`config.mk`:
```
export PLATFORM = sky130hd
export DESIGN_NAME = alu_flag_writeback
export DESIGN_NICKNAME = d
export VERILOG_FILES = /design/src/rtl/alu_wb_pkg.sv /design/src/rtl/alu_wb_cond_eval.sv /design/src/rtl/alu_flag_writeback.sv
export SDC_FILE = /design/constraint.sdc
export NUM_CORES = 1
export LEC_CHECK = 0
export CAP_MARGIN = 20
export CORE_MARGIN = 5
export CORE_UTILIZATION = 37
export CTS_BUF_LIST = sky130_fd_sc_hd__clkbuf_8
export DETAILED_ROUTE_END_ITERATION = 12
export PLACE_DENSITY = 0.62
export SKIP_CTS_REPAIR_TIMING = 1
export SLEW_MARGIN = 30
export SYNTH_ARGS = -nofsm -noshare
export SYNTH_HDL_FRONTEND = slang
export SYNTH_SLANG_ARGS = --single-unit
```
`constraint.sdc`:
```
create_clock -name clk -period 4.8 [get_ports clk]
set_input_delay 0.96 -clock clk [delete_from_list [all_inputs] [get_ports clk]]
set_output_delay 0.96 -clock clk [all_outputs]
set_load 0.1 [all_outputs]
```
`src/rtl/alu_wb_pkg.sv`:
```
// Shared definitions for the ALU flag/writeback stage: ARM condition codes,
// NZCV bit positions and the writeback entry layout.
package alu_wb_pkg;

  localparam logic [3:0] COND_EQ = 4'h0;
  localparam logic [3:0] COND_NE = 4'h1;
  localparam logic [3:0] COND_CS = 4'h2;
  localparam logic [3:0] COND_CC = 4'h3;
  localparam logic [3:0] COND_MI = 4'h4;
  localparam logic [3:0] COND_PL = 4'h5;
  localparam logic [3:0] COND_VS = 4'h6;
  localparam logic [3:0] COND_VC = 4'h7;
  localparam logic [3:0] COND_HI = 4'h8;
  localparam logic [3:0] COND_LS = 4'h9;
  localparam logic [3:0] COND_GE = 4'hA;
  localparam logic [3:0] COND_LT = 4'hB;
  localparam logic [3:0] COND_GT = 4'hC;
  localparam logic [3:0] COND_LE = 4'hD;
  localparam logic [3:0] COND_AL = 4'hE;
  localparam logic [3:0] COND_NV = 4'hF;

  localparam int unsigned FLAG_N = 3;
  localparam int unsigned FLAG_Z = 2;
  localparam int unsigned FLAG_C = 1;
  localparam int unsigned FLAG_V = 0;

  localparam int unsigned WB_DATA_W = 32;
  localparam int unsigned WB_RD_W   = 4;

  typedef struct packed {
    logic [WB_DATA_W-1:0] result;
    logic [WB_RD_W-1:0]   rd;
    logic                 write_rd;
  } wb_entry_t;

endpackage

```
`src/rtl/alu_wb_cond_eval.sv`:
```
// ARM condition-field evaluator: decides whether an instruction retires
// given the currently committed NZCV flags.
module alu_cond_eval
  import alu_wb_pkg::*;
(
  input  logic [3:0] cond,
  input  logic [3:0] nzcv,
  output logic       pass
);

  logic n, z, c, v;

  always_comb begin
    n = nzcv[FLAG_N];
    z = nzcv[FLAG_Z];
    c = nzcv[FLAG_C];
    v = nzcv[FLAG_V];
    pass = 1'b0;
    case (cond)
      COND_EQ: pass = z;
      COND_NE: pass = !z;
      COND_CS: pass = c;
      COND_CC: pass = !c;
      COND_MI: pass = n;
      COND_PL: pass = !n;
      COND_VS: pass = v;
      COND_VC: pass = !v;
      COND_HI: pass = c & !z;
      COND_LS: pass = !c | z;
      COND_GE: pass = (n == v);
      COND_LT: pass = (n != v);
      COND_GT: pass = !z & (n == v);
      COND_LE: pass = z | (n != v);
      COND_AL: pass = 1'b1;
      default: pass = 1'b0;
    endcase
  end

endmodule

```
`src/rtl/alu_flag_writeback.sv`:
```
// Execute-stage output register: condition check, NZCV commit and a 2-entry
// skid buffer toward writeback. Optional counters under ALU_WB_PERF_EN.
module alu_flag_writeback
  import alu_wb_pkg::*;
#(
  parameter int unsigned DATA_W = 32,
  parameter int unsigned RD_W   = 4
) (
  input  logic              clk,
  input  logic              rst_n,
  input  logic              in_valid,
  output logic              in_ready,
  input  logic [DATA_W-1:0] in_result,
  input  logic              in_negative,
  input  logic              in_zero,
  input  logic              in_carry,
  input  logic              in_overflow,
  input  logic [3:0]        in_cond,
  input  logic              in_set_flags,
  input  logic              in_write_rd,
  input  logic [RD_W-1:0]   in_rd,
  input  logic              flush,
  output logic              out_valid,
  input  logic              out_ready,
  output logic [DATA_W-1:0] out_result,
  output logic [RD_W-1:0]   out_rd,
  output logic              out_write_rd,
  output logic [3:0]        flags_nzcv
`ifdef ALU_WB_PERF_EN
  ,
  output logic [15:0]       retired_count,
  output logic [15:0]       squashed_count
`endif
);

  // Same field order as wb_entry_t, sized by this instance's parameters.
  typedef struct packed {
    logic [DATA_W-1:0] result;
    logic [RD_W-1:0]   rd;
    logic              write_rd;
  } entry_t;

  typedef enum logic [1:0] {
    BUF_EMPTY,
    BUF_ONE,
    BUF_TWO
  } buf_state_t;

  buf_state_t state, state_next;
  entry_t     main_q, skid_q, in_entry;
  logic       accept, pass, enq, pop;
  logic       load_main_new, load_main_skid, load_skid;

  alu_cond_eval u_cond_eval (
    .cond (in_cond),
    .nzcv (flags_nzcv),
    .pass (pass)
  );

  assign in_entry  = '{result: in_result, rd: in_rd, write_rd: in_write_rd};
  assign accept    = in_valid & in_ready;
  assign enq       = accept & pass & !flush;
  assign out_valid = (state != BUF_EMPTY);
  assign pop       = out_valid & out_ready;

  assign out_result   = main_q.result;
  assign out_rd       = main_q.rd;
  assign out_write_rd = main_q.write_rd;

  always_comb begin
    state_next     = state;
    load_main_new  = 1'b0;
    load_main_skid = 1'b0;
    load_skid      = 1'b0;
    if (flush) begin
      state_next = BUF_EMPTY;
    end else begin
      case (state)
        BUF_EMPTY: begin
          if (enq) begin
            state_next    = BUF_ONE;
            load_main_new = 1'b1;
          end
        end
        BUF_ONE: begin
          // Pop plus accept refills main directly; skid stays empty.
          if (pop && enq) begin
            load_main_new = 1'b1;
          end else if (pop) begin
            state_next = BUF_EMPTY;
          end else if (enq) begin
            state_next = BUF_TWO;
            load_skid  = 1'b1;
          end
        end
        BUF_TWO: begin
          if (pop) begin
            load_main_skid = 1'b1;
            if (enq) load_skid = 1'b1;
            else     state_next = BUF_ONE;
          end
        end
        default: state_next = BUF_EMPTY;
      endcase
    end
  end

  always_ff @(posedge clk or negedge rst_n) begin
    if (!rst_n) begin
      state    <= BUF_EMPTY;
      in_ready <= 1'b1;
    end else begin
      state    <= state_next;
      in_ready <= (state_next != BUF_TWO);
    end
  end

  always_ff @(posedge clk or negedge rst_n) begin
    if (!rst_n) begin
      main_q <= '0;
      skid_q <= '0;
    end else begin
      if (load_main_new)       main_q <= in_entry;
      else if (load_main_skid) main_q <= skid_q;
      if (load_skid)           skid_q <= in_entry;
    end
  end

  always_ff @(posedge clk or negedge rst_n) begin
    if (!rst_n) begin
      flags_nzcv <= '0;
    end else if (enq && in_set_flags) begin
      flags_nzcv[FLAG_N] <= in_negative;
      flags_nzcv[FLAG_Z] <= in_zero;
      flags_nzcv[FLAG_C] <= in_carry;
      flags_nzcv[FLAG_V] <= in_overflow;
    end
  end

`ifdef ALU_WB_PERF_EN
  always_ff @(posedge clk or negedge rst_n) begin
    if (!rst_n) begin
      retired_count  <= '0;
      squashed_count <= '0;
    end else begin
      if (pop && (retired_count != '1))
        retired_count <= retired_count + 16'd1;
      if (accept && !pass && !flush && (squashed_count != '1))
        squashed_count <= squashed_count + 16'd1;
    end
  end
`endif

endmodule
```
==> impl_results.md, run 1 <==
* Initial antenna violation count at 0
* PD cells at 701 mW/mm²
* Max incr delay on CP at 690 ps
* Origin of the critical flop-to-flop path: flags_nzcv[3]
* Worst Setup SP: in_cond[1]
* Async S/R FF share, synth at 100%
* Commonest non-fill, non-tap cell in the layout: clkdlybuf4s50_1
* RSZ-0062 raised after global routing: no
* Residual DRC count at 0
* Largest net degree at the start of global routing at 82
* Status: completed
* Setup Skew at 16.0 ps
* Max-slew violations at 0
* Synth Area per Inst at 12.3 µm²
* Relative slew margins at 33.7%
* TritonCTS sink count at 81
* Top-Level Pins at 94
* Hold Crit Class: reg2reg
* Final setup vio count at 0
* Slew at the pin with the worst max-slew slack at 991 ps
* Top cell type's share of synthesized area at 51.0%
* Global-route wire length before repair at 14100 µm
* Nets at 463
* Critical Path RT at 5020 ps
* Max cap viols at 0
* Reg2reg setup slack at 2100 ps
* Total Wirelength at 8450 µm
* Crit path max fanout at 40
* Finished Cell Area at 0.00514 mm²
* Reg clk slew, reported paths at 90 ps
* Startpoint types: input pin
* Antenna diode count at 0
* Static Leak at 2.23 nW
* Top cell type by total area after synthesis: dfrtp_1
* Die Y at 113 µm
* Area Growth Syn to Fin at 30.9%
* Routed WL per cell at 15.4 µm
* Total negative slack at 0 ps
* Initial core utilization at 38.1%
* Layout cells sized above 1 at 18.2%
* H-tree depth at 3
* Min cycle time layout at 3450 ps
* Warnings, synthesis at 0
* Clock latency at the later pin of the worst-skew pair at 350 ps
* Core box area at 0.0103 mm²
* Detail Route Antenna Nets at 0
* Final Hold Fails at 0
* Synth Cell Area at 0.00393 mm²
* Hold_sp: skid_q[14]
* Clk buf depth at 2
* Vias per cell at 4.86
* Row count at 37
* Seq/Total Area, Yosys at 51.6%
* Slowest CP cell: clkdlybuf4s50_1
* Clock root buffer: clkbuf_8
* Critical Path AT at 3660 ps
* Delay-heaviest family, CP: compound AO/OA/AOI/OAI gates
* Dpl ws at 976 ps
* Setup crit end kind: flop
* Initial DRC count at 101
* Full die area at 0.0128 mm²
* Fin cells at 549
* Via count at 2666
* Critical path cell sequence: clkdlybuf4s50_1, nor2b_2, nand2_1, a221oi_1, o21bai_2, a21oi_4, buf_12, o21ai_0
* First-pass detailed-route iteration total at 5
* Worst VDD drop at 441 µV
* Final worst-path cycle share at 71.8%
* Post-Syn Nets at 375
* Synth Instances at 320
* Placed instance area at 0.00493 mm²
* Vias in the first global route at 2791
* Chip width at 113 µm
* Final GP Congestion at 0.792
* Critical path class: in2reg
* Top_reg_cell synth: dfrtp_1
* IO buf count at 93
* Post-synth EDFFs at 0
* CTS tree: built
* Placed cell count at 533
* Global-route usage over all layers at 13.5%
* Dominant cells by area after synthesis: dfrtp_1, mux2_4, mux2i_1
* Commonest non-fill, non-tap cells in the layout: clkdlybuf4s50_1, dfrtp_1, nand2_1
* Fmax at 290 MHz
* TritonCTS buffer count at 9
* Seq cells post-synth at 81
* Post-DP HPWL at 5850 µm
* Cell variety after synth at 43
* Final worst slack at 1350 ps
* Buf+Inv Stages, Crit Path at 2
* Grt total ovfl at 0
==> final cells by class <==
type | count | area [µm²]
timing repair buffer | 97 | 975
tap | 136 | 170
multi-input combinational | 215 | 1740
fill | 956 | 5180
sequential | 81 | 2030
inverter | 4 | 15.0
clock buffer | 9 | 124
clock inverter | 7 | 88.8
==> worst paths after layout <==
check / to / cells after the start
max: out_result[3] / 8
min: skid_q[14] / 1
max reg2reg: out_result[3] / 7
min reg2reg: skid_q[14] / 1
max in group asynchronous: skid_q[6] / 1
min in group asynchronous: skid_q[4] / 1
==> routing by layer <==
layer	vias up	share of wire [%]	track usage, %
met5	-	0	0
met4	0	1.0	4.33
met3	6	4.4	2.83
met2	64	49	22.6
met1	1290	46	17.6
li1	1306	-	-
==> worst reg2reg max path, cell delays in order (launching register included) <==
cell and delay [ps]:
dfrtp_1 440, xnor2_1 330, nand2_1 90, a221oi_1 410, o21bai_2 190, a21oi_4 690
buf_12 280, o21ai_0 130
==> per-stage QoR <==
step	hold WS, ps	power [mW]	util [%]
after floorplan	479	2.59	-
after global placement	486	3.10	47.7
after detailed placement	493	3.11	47.8
after CTS	516	3.65	49.8
after global routing	527	3.77	49.8
final	514	3.61	49.8
==> Yosys cell counts, types with 4 or more instances <==
cell type	count
dfrtp_1	80
nand2_1	47
mux2i_1	43
o21ai_0	38
mux2_4	31
mux2_2	11
clkbuf_1	7
nand3_1	5
a21oi_1	4
buf_2	4
ha_1	4
inv_1	4
nor2_1	4
==> power by group <==
part           switching [mW]  total (mW)  internal, mW
sequential              0.150        1.04         0.895
clock                   0.268       0.519         0.250
combinational            1.52        2.04         0.524
==> sequential cells by signal, indices dropped and copies added, names as in the netlist <==
| signal | flops |
|---|---|
| state | 2 |
| skid_q | 37 |
| flags_nzcv | 4 |
| out_rd | 4 |
| in_ready | 1 |
| out_write_rd | 1 |
| out_result | 32 |
==> cells by family after synthesis <==
family / after synthesis / synth area share, %
xor+xnor: 1 / 0.223
buf+inv: 24 / 4.46
flops: 81 / 51.6
simple gates: 71 / 8.19
mux: 85 / 26.0
fa+ha+maj: 4 / 1.27
compound gates: 54 / 8.28
Power figures use the tool's default switching activity.
==> run 2: changes to the inputs <==
--- a/config.mk
+++ b/config.mk
@@ -10,7 +10,7 @@
 export CORE_UTILIZATION = 37
 export CTS_BUF_LIST = sky130_fd_sc_hd__clkbuf_8
 export DETAILED_ROUTE_END_ITERATION = 12
-export PLACE_DENSITY = 0.62
+export PLACE_DENSITY = 0.65
 export SKIP_CTS_REPAIR_TIMING = 1
 export SLEW_MARGIN = 30
 export SYNTH_ARGS = -nofsm -noshare
==> constraint.sdc (replaced) <==
create_clock -name clk -period 3 [get_ports clk]
set_input_delay 0.6 -clock clk [delete_from_list [all_inputs] [get_ports clk]]
set_output_delay 0.6 -clock clk [all_outputs]
set_load 0.1 [all_outputs]
==> run 2 against run 1 <==
Against the previous run: die area unchanged; wire length up 2.4%; critical endpoint is now skid_q[8]; clock skew down 2.5 ps.
==> impl_results.md, run 2 (synthesis results as in run 1) <==
* Full die area at 0.0128 mm² (unchanged)
* Relative slew margins at 51.6% (was 33.7%)
* Startpoint types: input pin (unchanged)
* Slew at the pin with the worst max-slew slack at 726 ps (was 991 ps)
* Vias per cell at 4.85 (was 4.86)
* Post-DP HPWL at 6000 µm (was 5850 µm)
* Final setup vio count at 0 (unchanged)
* Area Growth Syn to Fin at 31.5% (was 30.9%)
* Critical Path AT at 2970 ps (was 3660 ps)
* Die Y at 113 µm (unchanged)
* Finished Core Util at 50.0% (was 49.8%)
* Chip width at 113 µm (unchanged)
* Delay-heaviest family, CP: compound AO/OA/AOI/OAI gates (unchanged)
* Initial core utilization at 38.1% (unchanged)
* Static Leak at 2.35 nW (was 2.23 nW)
* H-tree depth at 3 (unchanged)
* First-pass detailed-route iteration total at 4 (was 5)
* Via count at 2721 (was 2666)
* Register name with the most flops: skid_q (unchanged)
* Routed WL per cell at 15.4 µm (about the same)
* Critical Path Stages at 8 (unchanged)
* Placed cell count at 545 (was 533)
* Max cap viols at 0 (unchanged)
* Residual DRC count at 0 (unchanged)
* Critical path class: in2reg (unchanged)
* Top-Level Pins at 94 (unchanged)
* CTS tree: built (unchanged)
* IO buf count at 93 (unchanged)
* Antenna diode count at 0 (unchanged)
* Layout cells sized above 1 at 30.6% (was 18.2%)
* RSZ-0062 raised after global routing: no (unchanged)
* Slowest CP cell: clkdlybuf4s50_1 (unchanged)
* Row count at 37 (unchanged)
* PD cells at 1110 mW/mm² (was 701 mW/mm²)
* Worst VDD drop at 542 µV (was 441 µV)
* Commonest non-fill, non-tap cell in the layout: dfrtp_1 (was clkdlybuf4s50_1)
* Final GP Congestion at 0.843 (was 0.792)
* Largest register FFs at 37 (unchanged)
* Total Wirelength at 8660 µm (was 8450 µm)
* Total negative slack at 0 ps (unchanged)
* Max incr delay on CP at 550 ps (was 690 ps)
* Global-route wire length before repair at 14600 µm (was 14100 µm)
* Vias in the first global route at 2925 (was 2791)
* Hold Crit Class: in2async (was reg2reg)
* Initial antenna violation count at 0 (unchanged)
* Final worst slack at 259 ps (was 1350 ps)
* Reg clk slew, reported paths at 90 ps (about the same)
* Buf+Inv Stages, Crit Path at 2 (unchanged)
* Clock root buffer: clkbuf_8 (unchanged)
* Final Hold Fails at 0 (unchanged)
* Dpl ws at -92.3 ps (was 976 ps)
* Commonest non-fill, non-tap cells in the layout: dfrtp_1, buf_4, clkdlybuf4s50_1 (was clkdlybuf4s50_1, dfrtp_1, nand2_1)
* Crit path max fanout at 12 (was 40)
* Clock latency at the later pin of the worst-skew pair at 350 ps (about the same)
* Final worst-path cycle share at 91.4%
* Grt total ovfl at 0 (unchanged)
* Status: completed (unchanged)
* Clk buf depth at 2 (unchanged)
* Setup Skew at 13.5 ps (was 16.0 ps)
* Fill count at 930 (was 956)
* Max-slew violations at 0 (unchanged)
* Core box area at 0.0103 mm² (unchanged)
* Largest net degree at the start of global routing at 82 (unchanged)
* Worst Reg2Reg Path Length in Cells at 7 (unchanged)
* Detail Route Antenna Nets at 0 (unchanged)
* TritonCTS sink count at 81 (unchanged)
* Critical path cell sequence: clkdlybuf4s50_1, nor2b_2, nand2_1, a221oi_1, o21bai_2, a221o_2, buf_4, mux2_4 (was clkdlybuf4s50_1, nor2b_2, nand2_1, a221oi_1, o21bai_2, a21oi_4, buf_12, o21ai_0)
* Fmax at 365 MHz
* Pwr Total at 5.72 mW (was 3.61 mW)
* Setup crit end kind: flop (unchanged)
* TritonCTS buffer count at 9 (unchanged)
* Min cycle time layout at 2740 ps
* Nets at 475 (was 463)
* Fin cells at 561 (was 549)
* Critical Path RT at 3230 ps (was 5020 ps)
* Initial DRC count at 86 (was 101)
* Global-route usage over all layers at 14.1% (was 13.5%)
==> run 2: changes by cell type in the layout (fill, tap and decap cells not counted), sizes merged <==
cell,previous run,this run
buf,5,60
clkbuf,9,11
clkdlybuf4s50,92,49
clkinv,3,1
clkinvlp,1,2
inv,6,5
==> run 2: stage by stage <==
step	hold WS, ps	cell area [µm²]
floorplan	304	3930
global placement	487	4950
detailed placement	496	4950
CTS	300	5160
global route	329	5160
finish	283	5160
==> run 2: final timing paths <==
kind / from / to / slack [ps]
min reg2reg: skid_q[13] / skid_q[13] / 510
max reg2reg: flags_nzcv[0] / skid_q[8] / 460
max: in_cond[1] / skid_q[8] / 260
min: rst_n / out_result[27] / 280
max in group asynchronous: rst_n / out_result[8] / 2210
min in group clk: skid_q[13] / skid_q[13] / 510
==> run 2: routing by layer <==
layer	vias to the layer above	routed length (µm)	GRT usage, %	part of all wire (%)
met5	-	0	0	0
met4	0	56	3.37	0.65
met3	4	481	5.08	5.6
met2	52	4240	23.2	49
met1	1337	3880	17.7	45
li1	1328	-	-	-
==> run 2: power by group <==
part	switching, mW	leakage (nW)	internal (mW)
Clock	0.414	0.102	0.435
Combinational	2.44	1.19	0.769
Sequential	0.228	1.06	1.43
Total	3.08	2.35	2.64
==> run 2: cell type report <==
cell class / count / area (µm²) / area share [%]
inverter: 4 / 15.0 / 0.291
clock inverter: 5 / 62.6 / 1.21
clock buffer: 11 / 151 / 2.93
multi-input combinational: 215 / 1740 / 33.7
tap: 136 / 170 / 3.29
timing repair buffer: 109 / 995 / 19.3
sequential: 81 / 2030 / 39.3
==> run 2: worst register-to-register path: stages (launching register included) <==
cell and delay (ps):
dfrtp_1 460, xnor2_1 310, nand2_1 90, a221oi_1 460
o21bai_2 130, a221o_2 440, buf_4 220, mux2_4 310
